**src/rtl/tca9539_pkg.sv**
```systemverilog
// Shared definitions for the TCA9539 I/O-expander model: register map,
// register reset values and the I2C transaction state encoding.
package tca9539_pkg;

   // Command-byte register indices
   localparam logic [2:0] REG_IN0  = 3'd0;
   localparam logic [2:0] REG_IN1  = 3'd1;
   localparam logic [2:0] REG_OUT0 = 3'd2;
   localparam logic [2:0] REG_OUT1 = 3'd3;
   localparam logic [2:0] REG_POL0 = 3'd4;
   localparam logic [2:0] REG_POL1 = 3'd5;
   localparam logic [2:0] REG_CFG0 = 3'd6;
   localparam logic [2:0] REG_CFG1 = 3'd7;

   // Power-on values: outputs high, no inversion, all pins inputs
   localparam logic [7:0] RST_OUT = 8'hFF;
   localparam logic [7:0] RST_POL = 8'h00;
   localparam logic [7:0] RST_CFG = 8'hFF;

   typedef enum logic [3:0] {
      IDLE,
      ADDR,
      ADDR_ACK,
      CMD,
      CMD_ACK,
      WDATA,
      WDATA_ACK,
      RDATA,
      RDATA_ACK,
      IGNORE
   } state_t;

endpackage

```
**src/rtl/i2c_line_conditioner.sv**
```systemverilog
// Synchronises and glitch-filters SCL/SDA, then derives single-cycle
// SCL edge pulses and START/STOP bus conditions from the filtered levels.
module i2c_line_conditioner #(
   parameter int SYNC_STAGES   = 2,
   parameter int FILTER_CYCLES = 3
) (
   input  logic clk,
   input  logic rst,
   input  logic scl,
   input  logic sda,
   output logic sda_level,
   output logic scl_rise,
   output logic scl_fall,
   output logic start_det,
   output logic stop_det
);

   localparam int CNT_W = $clog2(FILTER_CYCLES + 1);
   localparam logic [CNT_W-1:0] CNT_LAST = CNT_W'(FILTER_CYCLES - 1);

   // bit 0 = SCL, bit 1 = SDA
   logic [1:0] raw;
   logic [1:0] level;
   logic [1:0] level_prev;

   assign raw = {sda, scl};

   generate
      for (genvar gi = 0; gi < 2; gi++) begin : g_line
         logic [SYNC_STAGES-1:0] sync_reg;
         logic [CNT_W-1:0]       cnt_reg;
         logic                   level_reg;
         logic                   prev_reg;

         // Synchronise, then accept a new level only after FILTER_CYCLES equal samples
         always_ff @(posedge clk or posedge rst) begin
            if (rst) begin
               sync_reg  <= '1;
               cnt_reg   <= '0;
               level_reg <= 1'b1;
               prev_reg  <= 1'b1;
            end else begin
               sync_reg <= {sync_reg[SYNC_STAGES-2:0], raw[gi]};
               prev_reg <= level_reg;
               if (sync_reg[SYNC_STAGES-1] != level_reg) begin
                  if (cnt_reg == CNT_LAST) begin
                     level_reg <= sync_reg[SYNC_STAGES-1];
                     cnt_reg   <= '0;
                  end else begin
                     cnt_reg <= cnt_reg + 1'b1;
                  end
               end else begin
                  cnt_reg <= '0;
               end
            end
         end

         assign level[gi]      = level_reg;
         assign level_prev[gi] = prev_reg;
      end
   endgenerate

   assign sda_level = level[1];
   assign scl_rise  =  level[0] & ~level_prev[0];
   assign scl_fall  = ~level[0] &  level_prev[0];
   // SDA edges while SCL is (and was) high are bus conditions, not data
   assign start_det = ~level[1] &  level_prev[1] & level[0] & level_prev[0];
   assign stop_det  =  level[1] & ~level_prev[1] & level[0] & level_prev[0];

endmodule

```
**src/rtl/i2c_slave_tca9539.sv**
```systemverilog
// TCA9539 I2C slave: decodes address/command/data bytes, holds the
// output, polarity and configuration registers, and serves reads.
module i2c_slave_tca9539
   import tca9539_pkg::*;
#(
   parameter int SYNC_STAGES   = 2,
   parameter int FILTER_CYCLES = 3
) (
   input  logic       clk,
   input  logic       rst,
   input  logic       scl,
   input  logic       sda_i,
   output logic       sda_o,
   output logic       sda_o_en,
   input  logic [6:0] deviceAddress,
   input  logic [7:0] input_port_0,
   input  logic [7:0] input_port_1,
   output logic [7:0] output_port_0,
   output logic [7:0] output_port_1,
   output logic [7:0] polarity_inversion_port_0,
   output logic [7:0] polarity_inversion_port_1,
   output logic [7:0] configuration_port_0,
   output logic [7:0] configuration_port_1
);

   logic sda_level, scl_rise, scl_fall, start_det, stop_det;

   state_t     state;
   logic [2:0] bit_cnt;
   logic [7:0] shift;
   logic [2:0] ptr;
   logic       ack_on;      // second half of a 9th-clock phase reached
   logic       rw;
   logic       master_ack;
   logic [7:0] regs [REG_OUT0:REG_CFG1];
   logic [7:0] rd_byte;

   i2c_line_conditioner #(
      .SYNC_STAGES   (SYNC_STAGES),
      .FILTER_CYCLES (FILTER_CYCLES)
   ) u_cond (
      .clk       (clk),
      .rst       (rst),
      .scl       (scl),
      .sda       (sda_i),
      .sda_level (sda_level),
      .scl_rise  (scl_rise),
      .scl_fall  (scl_fall),
      .start_det (start_det),
      .stop_det  (stop_det)
   );

   assign sda_o = 1'b0;

   // Register selected by the command pointer; input ports are read live
   always_comb begin
      rd_byte = 8'h00;
      case (ptr)
         REG_IN0: rd_byte = input_port_0;
         REG_IN1: rd_byte = input_port_1;
         default: rd_byte = regs[ptr];
      endcase
   end

   // Transaction FSM, register writes and SDA drive (changed only after scl_fall)
   always_ff @(posedge clk or posedge rst) begin
      if (rst) begin
         state      <= IDLE;
         bit_cnt    <= '0;
         shift      <= '0;
         ptr        <= '0;
         ack_on     <= 1'b0;
         rw         <= 1'b0;
         master_ack <= 1'b0;
         sda_o_en   <= 1'b0;
         regs[REG_OUT0] <= RST_OUT;
         regs[REG_OUT1] <= RST_OUT;
         regs[REG_POL0] <= RST_POL;
         regs[REG_POL1] <= RST_POL;
         regs[REG_CFG0] <= RST_CFG;
         regs[REG_CFG1] <= RST_CFG;
      end else if (start_det) begin
         state    <= ADDR;
         bit_cnt  <= '0;
         ack_on   <= 1'b0;
         sda_o_en <= 1'b0;
      end else if (stop_det) begin
         state    <= IDLE;
         ack_on   <= 1'b0;
         sda_o_en <= 1'b0;
      end else begin
         unique case (state)
            ADDR: if (scl_rise) begin
               shift   <= {shift[6:0], sda_level};
               bit_cnt <= bit_cnt + 3'd1;
               if (bit_cnt == 3'd7) begin
                  ack_on <= 1'b0;
                  rw     <= sda_level;
                  state  <= (shift[6:0] == deviceAddress) ? ADDR_ACK : IGNORE;
               end
            end
            ADDR_ACK: if (scl_fall) begin
               if (!ack_on) begin
                  ack_on   <= 1'b1;
                  sda_o_en <= 1'b1;
               end else begin
                  ack_on <= 1'b0;
                  if (rw) begin
                     // Snapshot the byte now so it cannot change mid-transfer
                     shift    <= rd_byte;
                     sda_o_en <= ~rd_byte[7];
                     state    <= RDATA;
                  end else begin
                     sda_o_en <= 1'b0;
                     state    <= CMD;
                  end
               end
            end
            CMD: if (scl_rise) begin
               shift   <= {shift[6:0], sda_level};
               bit_cnt <= bit_cnt + 3'd1;
               if (bit_cnt == 3'd7) begin
                  ptr    <= {shift[1:0], sda_level};
                  ack_on <= 1'b0;
                  state  <= CMD_ACK;
               end
            end
            WDATA: if (scl_rise) begin
               shift   <= {shift[6:0], sda_level};
               bit_cnt <= bit_cnt + 3'd1;
               if (bit_cnt == 3'd7) begin
                  if (ptr >= REG_OUT0) begin
                     regs[ptr] <= {shift[6:0], sda_level};
                  end
                  ptr    <= ptr ^ 3'd1;
                  ack_on <= 1'b0;
                  state  <= WDATA_ACK;
               end
            end
            CMD_ACK, WDATA_ACK: if (scl_fall) begin
               if (!ack_on) begin
                  ack_on   <= 1'b1;
                  sda_o_en <= 1'b1;
               end else begin
                  ack_on   <= 1'b0;
                  sda_o_en <= 1'b0;
                  state    <= WDATA;
               end
            end
            RDATA: begin
               if (scl_fall) begin
                  // bit_cnt rises seen so far selects bit 7-bit_cnt
                  sda_o_en <= ~shift[~bit_cnt];
               end else if (scl_rise) begin
                  bit_cnt <= bit_cnt + 3'd1;
                  if (bit_cnt == 3'd7) begin
                     ack_on <= 1'b0;
                     state  <= RDATA_ACK;
                  end
               end
            end
            RDATA_ACK: begin
               if (scl_fall && !ack_on) begin
                  ack_on   <= 1'b1;
                  sda_o_en <= 1'b0;
               end else if (scl_rise && ack_on) begin
                  master_ack <= ~sda_level;
                  if (!sda_level) begin
                     ptr <= ptr ^ 3'd1;
                  end
               end else if (scl_fall && ack_on) begin
                  ack_on <= 1'b0;
                  if (master_ack) begin
                     shift    <= rd_byte;
                     sda_o_en <= ~rd_byte[7];
                     state    <= RDATA;
                  end else begin
                     state <= IGNORE;
                  end
               end
            end
            IDLE, IGNORE: ;
            default: state <= IDLE;
         endcase
      end
   end

   assign output_port_0             = regs[REG_OUT0];
   assign output_port_1             = regs[REG_OUT1];
   assign polarity_inversion_port_0 = regs[REG_POL0];
   assign polarity_inversion_port_1 = regs[REG_POL1];
   assign configuration_port_0      = regs[REG_CFG0];
   assign configuration_port_1      = regs[REG_CFG1];

endmodule

```
**config.mk**
```make
export PLATFORM = sky130hd
export DESIGN_NAME = i2c_slave_tca9539
export DESIGN_NICKNAME = d
export VERILOG_FILES = /design/src/rtl/tca9539_pkg.sv /design/src/rtl/i2c_line_conditioner.sv /design/src/rtl/i2c_slave_tca9539.sv
export SDC_FILE = /design/constraint.sdc
export NUM_CORES = 1
export LEC_CHECK = 0
export BUFFER_PORTS_ARGS = -buffer_cell sky130_fd_sc_hd__buf_4
export CORE_ASPECT_RATIO = 2
export CORE_MARGIN = 3
export CORE_UTILIZATION = 46
export CTS_CLUSTER_SIZE = 28
export DETAILED_ROUTE_END_ITERATION = 7
export PLACE_DENSITY = 0.67
export RECOVER_POWER = 100
export SLEW_MARGIN = 20
export SYNTH_ARGS = -nofsm -noshare
export SYNTH_HDL_FRONTEND = slang
export SYNTH_SLANG_ARGS = --single-unit
export TNS_END_PERCENT = 50
```
**constraint.sdc**
```tcl
create_clock -name clk -period 7.9 [get_ports clk]
set_clock_uncertainty 0.2 [all_clocks]
set_input_delay 0.79 -clock clk [delete_from_list [all_inputs] [get_ports clk]]
set_output_delay 0.79 -clock clk [all_outputs]
set_load 0.01 [all_outputs]
```
==> results of run 1 <==
==> per-stage QoR <==
step	hold WS (ps)	worst slack, ps
2_1_floorplan	145	4870
3_3_place_gp	146	4660
3_5_place_dp	147	4730
4_1_cts	156	4700
5_1_grt	161	3810
6_report	156	3930
==> layout by cell type (no fill, tap or decap), types with 3 or more instances in the layout <==
master	netlist	layout
nand3b_1	4	4
inv_1	9	8
xor2_1	5	5
o2111ai_1	3	3
clkbuf_4	0	3
xnor2_1	7	7
nor2b_1	14	14
o21ai_0	49	50
mux2i_1	33	33
o311ai_0	5	5
clkinvlp_4	0	3
nor3_1	9	9
o2bb2ai_1	5	5
nor2_1	14	15
dfstp_2	40	6
a22oi_1	6	6
nand2_1	40	40
mux2_2	40	39
a221oi_1	3	3
buf_4	1	59
dfrtp_1	42	41
clkbuf_1	21	18
a21oi_1	18	18
clkbuf_16	0	9
nand2b_1	5	5
nand3_1	12	12
or3_1	4	4
dfstp_1	0	34
nor3b_1	4	5
==> report_power, final <==
group / internal (uW) / switching, uW
sequential: 491 / 149
clock: 245 / 168
combinational: 228 / 283
==> cell families after synthesis <==
| group | Yosys count | synth area share (%) |
|---|---|---|
| buffers and inverters | 40 | 3.54 |
| other | 1 | 0.0830 |
| adder cells (fa/ha/maj) | 2 | 0.554 |
| AO/OA/AOI/OAI | 103 | 13.9 |
| XOR/XNOR | 12 | 2.33 |
| multiplexers | 76 | 18.6 |
| AND/OR/NAND/NOR | 123 | 14.5 |
| flip-flops | 82 | 46.5 |
==> Yosys cell counts (9+ instances only) <==
cell	n
a21oi_1	18
clkbuf_1	21
dfrtp_1	42
dfstp_2	40
inv_1	9
mux2_2	40
mux2i_1	33
nand2_1	40
nand3_1	12
nor2_1	14
nor2b_1	14
nor3_1	9
o21ai_0	49
==> layer usage <==
layer  vias up  share of wire, %
met5         -                 0
met1      1845                36
met4         0               5.1
met2       126                55
li1       1707                 -
met3        39               3.8
==> final cells by class <==
cell class / count / area share [%]
multi-input combinational: 317 / 41.6
sequential: 82 / 39.3
timing repair buffer: 79 / 9.88
clock buffer: 10 / 4.27
tap: 130 / 3.04
clock inverter: 6 / 1.24
inverter: 9 / 0.654
==> critical path, delay by kind of cell, from the launching register on <==
| family | cells | cell delay, ps |
|---|---|---|
| mux | 1 | 450 |
| flops | 1 | 730 |
| simple gates | 4 | 2480 |
==> worst max path at each step <==
stage	start	endpoint	slack (ps)	cells after the start
after floorplan	rst	ack_on	4870	1
after global placement	u_cond.g_line[0].level_reg	polarity_inversion_port_0[6]	4660	5
after detailed placement	state[0]	polarity_inversion_port_0[1]	4730	5
after CTS	state[0]	polarity_inversion_port_0[1]	4700	5
after global routing	u_cond.g_line[0].level_reg	polarity_inversion_port_0[4]	3810	5
final	u_cond.g_line[0].level_reg	polarity_inversion_port_0[1]	3930	5
==> reports/metrics.csv, run 1 <==
stage;metric;value;unit
finish;stdcell_area;0.00536;mm2
finish;layout-area-overhead-vs-synth;18.5;%
sta;setup_viol;0;
synth;synthCells;439;
placement;dp_hpwl;9700;um
die;fp.dieW;76.1;um
synth;ys_ff_latch;82;
sta;period_minus_slack;3970;ps
placement;placed_cell_area;0.00515;mm2
clock_tree;cts_buffers;9;
finish;fin_util;56.7;%
sta;hold_viol;0;
placement;dp.cells;617;
critical_path;reg2regPathDepth;5;
grt;use_met3;3.89;%
detailed_routing;drtIter0Drc;176;
die;io_pins;77;
clock_tree;clock_path_buffers;2;
run_status;violations;max-capacitance violations, max-slew violations;
die;die_h;146;um
power_and_ir_drop;power_density;292;mW/mm2
die;floorplan.initialDensity;47.8;%
clock_tree;h-tree-depth;3;
clock_tree;post_cts_resized;0;
critical_path;crit_path_end_kind;register;
synth;synth_area_per_cell;10.3;um2
sta;tightest_slew;1720;ps
synth;synth_warnings;0;
finish;multi_input_comb_area;0.00223;mm2
critical_path;max_stage_delay;1390;ps
grt;grt_pass1_wl;21000;um
critical_path;cp_data_required_time;7920;ps
power_and_ir_drop;p_leak;0.00224;uW
grt;met1_usage;26.0;%
sta;rsz0062_at_grt;false;
detailed_routing;vias_per_cell;5.87;
sta;fmax;252;MHz
detailed_routing;postRouteAntennaNets;0;
die;core_area;0.00945;mm2
grt;grt_max_degree;83;
placement;place.gp.congestion;0.865;
clock_tree;cts_tree;yes;
critical_path;r2r_slack;3930;ps
clock_tree;cts_hold_buf;0;
grt;grt_pass1_vias;3917;
finish;final_nets;527;
power_and_ir_drop;ir_drop;0.164;mV
grt;top_usage_layer;met2;
critical_path;r2r_end;polarity_inversion_port_0[1];
synth;async_reset_ff_share;100;%
sta;finalSetupTns;0;ps
placement;port_buffers;75;
clock_tree;clock_sinks;82;
clock_tree;clock_latency;340;ps
sta;final_max_slew_viol_count;9;
critical_path;path_class;register to register;
grt;met2_usage;45.0;%
finish;nFillCells;890;
synth;synth_edf_count;0;
critical_path;crit_fanout;12;
synth;synthFlopType;dfrtp_1;
synth;synthTopCellsByArea;dfrtp_1 23%, dfstp_2 23%, mux2_2 10%;
power_and_ir_drop;power.total;1560;uW
synth;syn_area;0.00452;mm2
critical_path;arrival;3990;ps
hold_path;hold_end;u_cond.g_line[1].sync_reg[1];
detailed_routing;wire_per_inst;20.9;um
detailed_routing;routed_wirelength;13200;um
clock_tree;clk_pin_slew;60;ps
detailed_routing;drtPass1Iterations;5;
detailed_routing;post-route-drc-count;0;
critical_path;worstPathCellList;nor2b_1, and2_0, nand3b_1, nor3b_1, mux2_2;
synth;synth_top_area_share;23.3;%
synth;synth_nets;468;
critical_path;cp_slowest_cell;nor3b_1;
die;dieArea;0.0111;mm2
finish;drive_above_1_share;25.4;%
hold_path;min_from;u_cond.g_line[1].sync_reg[0];
finish;seqCellArea;0.00210;mm2
detailed_routing;routed-via-count;3717;
grt;grtUsageTotal;24.5;%
run_status;status;finished with violations;
hold_path;min_path_type;register to register;
critical_path;setup.worst_path.start_class;register;
sta;maxSlewHeadroom;-15.2;%
grt;grt_overflow;0;
grt;antenna_found_initial;0;
finish;antennaDiodeCount;0;
job;max-cap-violations;1;
clock_tree;cts_setup_buffers;0;
hold_path;hold_depth;0;
clock_tree;root_buffer;clkbuf_16;
synth;yosysSeqAreaShare;46.5;%
synth;synthDistinctLibCells;56;
finish;stdcell_count;633;
die;num_rows;50;
synth;yosys.area.top_type;dfrtp_1;
sta;min_period_over_period;50.3;%
critical_path;r2r-start;u_cond.g_line[0].level_reg;
Note: power is estimated with default switching activity, not from simulation.
==> inputs of run 2 (changes only) <==
--- a/config.mk
+++ b/config.mk
@@ -11,7 +11,7 @@
 export CORE_UTILIZATION = 46
 export CTS_CLUSTER_SIZE = 28
 export DETAILED_ROUTE_END_ITERATION = 7
-export PLACE_DENSITY = 0.67
+export PLACE_DENSITY = 0.7
 export RECOVER_POWER = 100
 export SLEW_MARGIN = 20
 export SYNTH_ARGS = -nofsm -noshare
==> constraint.sdc (replaced) <==
create_clock -name clk -period 3.5 [get_ports clk]
set_clock_uncertainty 0.2 [all_clocks]
set_input_delay 0.35 -clock clk [delete_from_list [all_inputs] [get_ports clk]]
set_output_delay 0.35 -clock clk [all_outputs]
set_load 0.01 [all_outputs]
==> run 2 against run 1 <==
The run still ends with max-capacitance violations, max-slew violations left. Maximum frequency up 27%. Sequential share of layout area down 0.92 points. Critical path depth unchanged. Combinational power up 130%. Cell count up 1.9%. First-iteration DRC count down 9.7%. Clock-buffer cell count unchanged.
==> reports/metrics.csv, run 2 (synthesis gave the netlist of run 1 again) <==
stage;metric;value;unit;change
run_status;status;finished with violations;;unchanged
run_status;violations;max-capacitance violations, max-slew violations;;unchanged
critical_path;cp_slowest_cell;nor3b_2;;was nor3b_1
sta;final_max_slew_viol_count;44;;was 9
finish;antennaDiodeCount;0;;unchanged
power_and_ir_drop;power_density;673;mW/mm2;was 292 mW/mm2
placement;port_buffers;75;;unchanged
critical_path;r2r_slack;360;ps;was 3930 ps
hold_path;hold_depth;0;;unchanged
finish;final_cell_mix;62 x buf_4, 50 x o21ai_0, 41 x dfrtp_1;;was 59 x buf_4, 50 x o21ai_0, 41 x dfrtp_1
sta;maxSlewHeadroom;-34.8;%;was -15.2%
placement;dp_hpwl;10100;um;was 9700 um
clock_tree;clock_latency;330;ps;was 340 ps
sta;fmax;319;MHz;was 252 MHz
die;io_pins;77;;unchanged
die;floorplan.initialDensity;47.8;%;unchanged
job;max-cap-violations;1;;unchanged
hold_path;min_path_type;register to register;;unchanged
grt;antenna_found_initial;0;;unchanged
clock_tree;root_buffer;clkbuf_16;;unchanged
detailed_routing;wire_per_inst;20.6;um;was 20.9 um
clock_tree;cts_tree;yes;;unchanged
finish;final_common_cell;buf_4;;unchanged
clock_tree;clk_pin_slew;60;ps;about the same
finish;final_nets;539;;was 527
grt;grt_pass1_vias;3890;;was 3917
detailed_routing;drtIter0Drc;159;;was 176
critical_path;crit_fanout;16;;was 12
placement;place.gp.congestion;0.951;;was 0.865
detailed_routing;drtPass1Iterations;5;;unchanged
critical_path;r2r-start;state[1];;was u_cond.g_line[0].level_reg
detailed_routing;post-route-drc-count;0;;unchanged
grt;grt_max_degree;44;;was 83
die;num_rows;50;;unchanged
detailed_routing;vias_per_cell;5.78;;was 5.87
critical_path;r2r_end;polarity_inversion_port_0[6];;was polarity_inversion_port_0[1]
clock_tree;clock_path_buffers;2;;unchanged
die;core_area;0.00945;mm2;unchanged
die;die_h;146;um;unchanged
sta;period_minus_slack;3140;ps;was 3970 ps
critical_path;setup.worst_path.start_class;register;;unchanged
hold_path;min_from;u_cond.g_line[1].sync_reg[0];;unchanged
detailed_routing;routed_wirelength;13300;um;was 13200 um
sta;tightest_slew;2010;ps;was 1720 ps
sta;whs;160;ps;was 156 ps
critical_path;cp_data_required_time;3520;ps;was 7920 ps
grt;grt_pass1_wl;21300;um;was 21000 um
finish;drive_above_1_share;25.8;%;was 25.4%
power_and_ir_drop;ir_drop;0.427;mV;was 0.164 mV
sta;rsz0062_at_grt;false;;unchanged
grt;grtUsageTotal;24.7;%;was 24.5%
sta;finalSetupTns;0;ps;unchanged
clock_tree;h-tree-depth;3;;unchanged
critical_path;worstPathCellList;clkbuf_1, nor3_1, nand3b_1, nor3b_2, mux2_2;;was nor2b_1, and2_0, nand3b_1, nor3b_1, mux2_2
critical_path;crit_path_end_kind;register;;unchanged
clock_tree;cts_buffers;9;;unchanged
sta;min_period_over_period;89.7;%;was 50.3%
grt;grt_overflow;0;;unchanged
sta;setup_viol;0;;unchanged
critical_path;max_stage_delay;770;ps;was 1390 ps
critical_path;arrival;3150;ps;was 3990 ps
clock_tree;clock_sinks;82;;unchanged
power_and_ir_drop;p_leak;0.00230;uW;was 0.00224 uW
critical_path;path_class;register to register;;unchanged
hold_path;hold_end;u_cond.g_line[1].sync_reg[1];;unchanged
die;dieArea;0.0111;mm2;unchanged
detailed_routing;postRouteAntennaNets;0;;unchanged
critical_path;reg2regPathDepth;5;;unchanged
finish;layout-area-overhead-vs-synth;21.4;%;was 18.5%
detailed_routing;routed-via-count;3729;;was 3717
die;fp.dieW;76.1;um;unchanged
sta;hold_viol;0;;unchanged
## run 2: cell count changes in the layout (fill, tap and decap cells not counted)
cell	change
clkbuf_1	+5
buf_4	+3
dlygate4sd3_1	+3
bufinv_16	+2
clkbuf_2	+1
clkinv_2	-1
clkinvlp_4	-1
dfstp_1	+1
dfstp_2	-1
mux2_1	-1
mux2_2	+1
nor3b_1	-1
nor3b_2	+1
## run 2: per-layer routing
| metal | GRT usage [%] | vias up | part of all wire [%] |
|---|---|---|---|
| met5 | 0 | - | 0 |
| met4 | 14.2 | 0 | 4.9 |
| met3 | 3.89 | 36 | 3.2 |
| met2 | 46.8 | 107 | 57 |
| met1 | 25.3 | 1861 | 35 |
| li1 | - | 1725 | - |
## run 2: repair_timing
item	in CTS	in global routing
hold buffers	3	0
hold endpoints to repair	27	0
resized for setup	0	0
buffers inserted	0	0
## run 2: layout make-up
cell class,instances,area (um2)
Clock inverter,6,114
Tap cell,130,163
Multi-Input combinational cell,317,2240
Clock buffer,10,229
Sequential cell,82,2100
Timing Repair Buffer,91,606
Inverter,9,35.0
Fill cell,845,3960
## run 2: worst max-delay path by stage
stage	from	endpoint	cells after the start
2_1_floorplan	rst	ack_on	1
3_3_place_gp	state[2]	polarity_inversion_port_0[3]	5
3_5_place_dp	state[2]	polarity_inversion_port_0[0]	5
4_1_cts	state[2]	polarity_inversion_port_0[0]	5
5_1_grt	u_cond.g_line[0].level_reg	polarity_inversion_port_0[3]	5
6_report	state[1]	polarity_inversion_port_0[6]	5
## run 2: worst max-delay path: cells and delay by family (launching register included)
family        cells  cell delay (ps)
simple gates      3             1560
flops             1              490
mux               1              420
buf+inv           1              340
## run 2: where the power goes
group	leakage, uW	switching (uW)	internal, uW
Clock	0.000159	377	700
Combinational	0.00117	642	537
Sequential	0.000973	330	1110
## run 2: stage by stage
| stage | area (um2) | total power, uW | utilization (%) | setup WS [ps] | std cells |
|---|---|---|---|---|---|
| after floorplan | 4520 | 2270 | - | 908 | 439 |
| after global placement | 5220 | 2660 | 55.2 | 457 | 626 |
| after detailed placement | 5220 | 2680 | 55.2 | 433 | 626 |
| after CTS | 5590 | 3770 | 59.2 | 426 | 645 |
| after global routing | 5490 | 3900 | 58.1 | 221 | 645 |
| final | 5490 | 3690 | 58.1 | 361 | 645 |
==> inputs of run 3 (changes only) <==
--- a/config.mk
+++ b/config.mk
@@ -7,8 +7,9 @@
 export LEC_CHECK = 0
 export BUFFER_PORTS_ARGS = -buffer_cell sky130_fd_sc_hd__buf_4
 export CORE_ASPECT_RATIO = 2
-export CORE_MARGIN = 3
+export CORE_MARGIN = 2
 export CORE_UTILIZATION = 46
+export CTS_BUF_LIST = sky130_fd_sc_hd__clkbuf_8
 export CTS_CLUSTER_SIZE = 28
 export DETAILED_ROUTE_END_ITERATION = 7
 export PLACE_DENSITY = 0.7
==> run 3 against run 2 <==
The flow now finishes without violations. Sequential power is essentially flat. Register-to-register slack lost 90 ps. Global-route usage grew 2.1 points. Utilization shrank 2.8 points. Design area shrank 2.9%. Maximum frequency shrank 2.7%. Combinational power is essentially flat. Sequential share of layout area grew 1.2 points. First-iteration DRC count grew 5.7%. Critical path depth is the same. Critical path type unchanged. Critical endpoint is now polarity_inversion_port_0[0]. Highest routed layer unchanged.
==> reports/metrics.csv, run 3 (synthesis gave the netlist of run 1 again) <==
stage;metric;value;unit;change
sta;setup_viol;0;;unchanged
power_and_ir_drop;power_density;618;mW/mm2;was 673 mW/mm2
finish;layout-area-overhead-vs-synth;17.8;%;was 21.4%
detailed_routing;routed_wirelength;13400;um;was 13300 um
power_and_ir_drop;swShare;40.2;%;was 36.5%
critical_path;crit_fanout;12;;was 16
power_and_ir_drop;ir_drop;0.354;mV;was 0.427 mV
critical_path;path_class;register to register;;unchanged
detailed_routing;routed-via-count;3748;;was 3729
grt;grt_overflow;0;;unchanged
die;io_pins;77;;unchanged
detailed_routing;drtIter0Drc;168;;was 159
detailed_routing;postRouteAntennaNets;0;;unchanged
critical_path;worstPathCellList;nor2b_1, and2_1, nand3b_1, nor3b_2, mux2_2;;was clkbuf_1, nor3_1, nand3b_1, nor3b_2, mux2_2
placement;place.gp.congestion;0.912;;was 0.951
detailed_routing;wire_per_inst;20.8;um;was 20.6 um
finish;seqCellArea;0.00210;mm2;unchanged
critical_path;setup.worst_path.start_class;register;;unchanged
detailed_routing;vias_per_cell;5.81;;was 5.78
finish;drive_above_1_share;25.9;%;was 25.8%
critical_path;max_stage_delay;870;ps;was 770 ps
sta;rsz0062_at_grt;false;;unchanged
sta;period_minus_slack;3220;ps;was 3140 ps
clock_tree;root_buffer;clkbuf_8;;was clkbuf_16
clock_tree;cts_setup_buffers;0;;unchanged
detailed_routing;drtPass1Iterations;5;;unchanged
critical_path;crit_path_end_kind;register;;unchanged
finish;antennaDiodeCount;0;;unchanged
sta;hold_viol;0;;unchanged
finish;final_cell_mix;62 x buf_4, 50 x o21ai_0, 41 x dfrtp_1;;unchanged
job;max-cap-violations;0;;was 1
critical_path;cp_data_required_time;3540;ps;was 3520 ps
die;die_h;144;um;was 146 um
clock_tree;clk_pin_slew;80;ps;was 60 ps
die;fp.dieW;74.1;um;was 76.1 um
detailed_routing;post-route-drc-count;0;;unchanged
die;floorplan.initialDensity;46.9;%;was 47.8%
power_and_ir_drop;p_sw;1320;uW;was 1350 uW
grt;grt_pass1_vias;3728;;was 3890
clock_tree;cts_hold_buf;3;;unchanged
sta;min_period_over_period;92.1;%;was 89.7%
sta;fmax;310;MHz;was 319 MHz
die;num_rows;51;;was 50
critical_path;cp_slowest_cell;nor3b_2;;unchanged
run_status;status;complete, no violations;;was finished with violations
sta;finalSetupTns;0;ps;unchanged
sta;final_max_slew_viol_count;0;;was 44
sta;whs;160;ps;about the same
clock_tree;cts_buffers;9;;unchanged
finish;final_common_cell;buf_4;;unchanged
clock_tree;post_cts_resized;0;;unchanged
placement;dp_hpwl;9840;um;was 10100 um
power_and_ir_drop;internal-power;1970;uW;was 2340 uW
finish;multi_input_comb_area;0.00224;mm2;unchanged
power_and_ir_drop;p_leak;0.00224;uW;was 0.00230 uW
die;core_area;0.00964;mm2;was 0.00945 mm2
clock_tree;clock_latency;360;ps;was 330 ps
power_and_ir_drop;pwr-share-clk;20.0;%;was 29.2%
finish;final_nets;538;;was 539
power_and_ir_drop;pwr-share-comb;36.2;%;was 31.9%
grt;grt_max_degree;45;;was 44
clock_tree;clock_path_buffers;2;;unchanged
grt;grtUsageTotal;26.8;%;was 24.7%
critical_path;arrival;3270;ps;was 3150 ps
sta;tightest_slew;1400;ps;was 2010 ps
clock_tree;h-tree-depth;3;;unchanged
grt;antenna_found_initial;0;;unchanged
power_and_ir_drop;p_seq_share;43.8;%;was 38.9%
clock_tree;cts_tree;yes;;unchanged
finish;nFillCells;901;;was 845
grt;grt_pass1_wl;21000;um;was 21300 um
die;dieArea;0.0107;mm2;was 0.0111 mm2
sta;maxSlewHeadroom;6.51;%;was -34.8%
placement;port_buffers;75;;unchanged
hold_path;min_path_type;register to register;;unchanged
clock_tree;clock_sinks;82;;unchanged
==> run 3: through the flow <==
step	total power (uW)	util [%]	setup WS (ps)	instance area (um2)	instances
detailed placement	2680	54.1	444	5210	627
floorplan	2270	-	908	4520	439
CTS	3350	56.3	431	5430	645
global route	3470	55.3	181	5330	645
global placement	2670	54.1	511	5210	627
finish	3290	55.3	276	5330	645
==> run 3: worst paths after layout <==
check,cells after the start,start,endpoint,slack [ps]
worst max-delay path,5,u_cond.g_line[0].level_reg,polarity_inversion_port_0[0],280
worst min-delay path,0,u_cond.g_line[0].sync_reg[0],u_cond.g_line[0].sync_reg[1],160
worst max register to register,5,u_cond.g_line[0].level_reg,polarity_inversion_port_0[0],280
worst min register to register,0,u_cond.g_line[0].sync_reg[0],u_cond.g_line[0].sync_reg[1],160
max in group asynchronous,4,rst,polarity_inversion_port_1[1],960
min in group asynchronous,3,rst,master_ack,440
==> run 3: metal layers <==
metal | share of wire [%] | vias to the layer above | track usage, %
li1 | - | 1724 | -
met1 | 35 | 1852 | 30.8
met2 | 56 | 138 | 48.2
met3 | 4.5 | 34 | 3.48
met4 | 3.6 | 0 | 11.7
met5 | 0 | - | 0
==> run 3: cell type report <==
type | instances | share of cell area (%)
multi-input combinational | 317 | 42.0
tap | 132 | 3.10
timing repair buffer | 90 | 11.3
sequential | 82 | 39.5
clock buffer | 9 | 2.33
inverter | 9 | 0.658
clock inverter | 6 | 1.13
==> run 3: power by group through the flow <==
stage | registers (uW) | logic (uW) | clock network [uW]
2_1_floorplan | 1240 | 1030 | 0
3_3_place_gp | 1450 | 1210 | 0
3_5_place_dp | 1460 | 1220 | 0
4_1_cts | 1440 | 1230 | 677
5_1_grt | 1480 | 1290 | 703
6_report | 1440 | 1190 | 659
==> run 3: worst max-delay path, delay by kind of cell (launching register included) <==
| kind | cells | cell delay, ps |
|---|---|---|
| flops | 1 | 750 |
| mux | 1 | 420 |
| simple gates | 4 | 1740 |
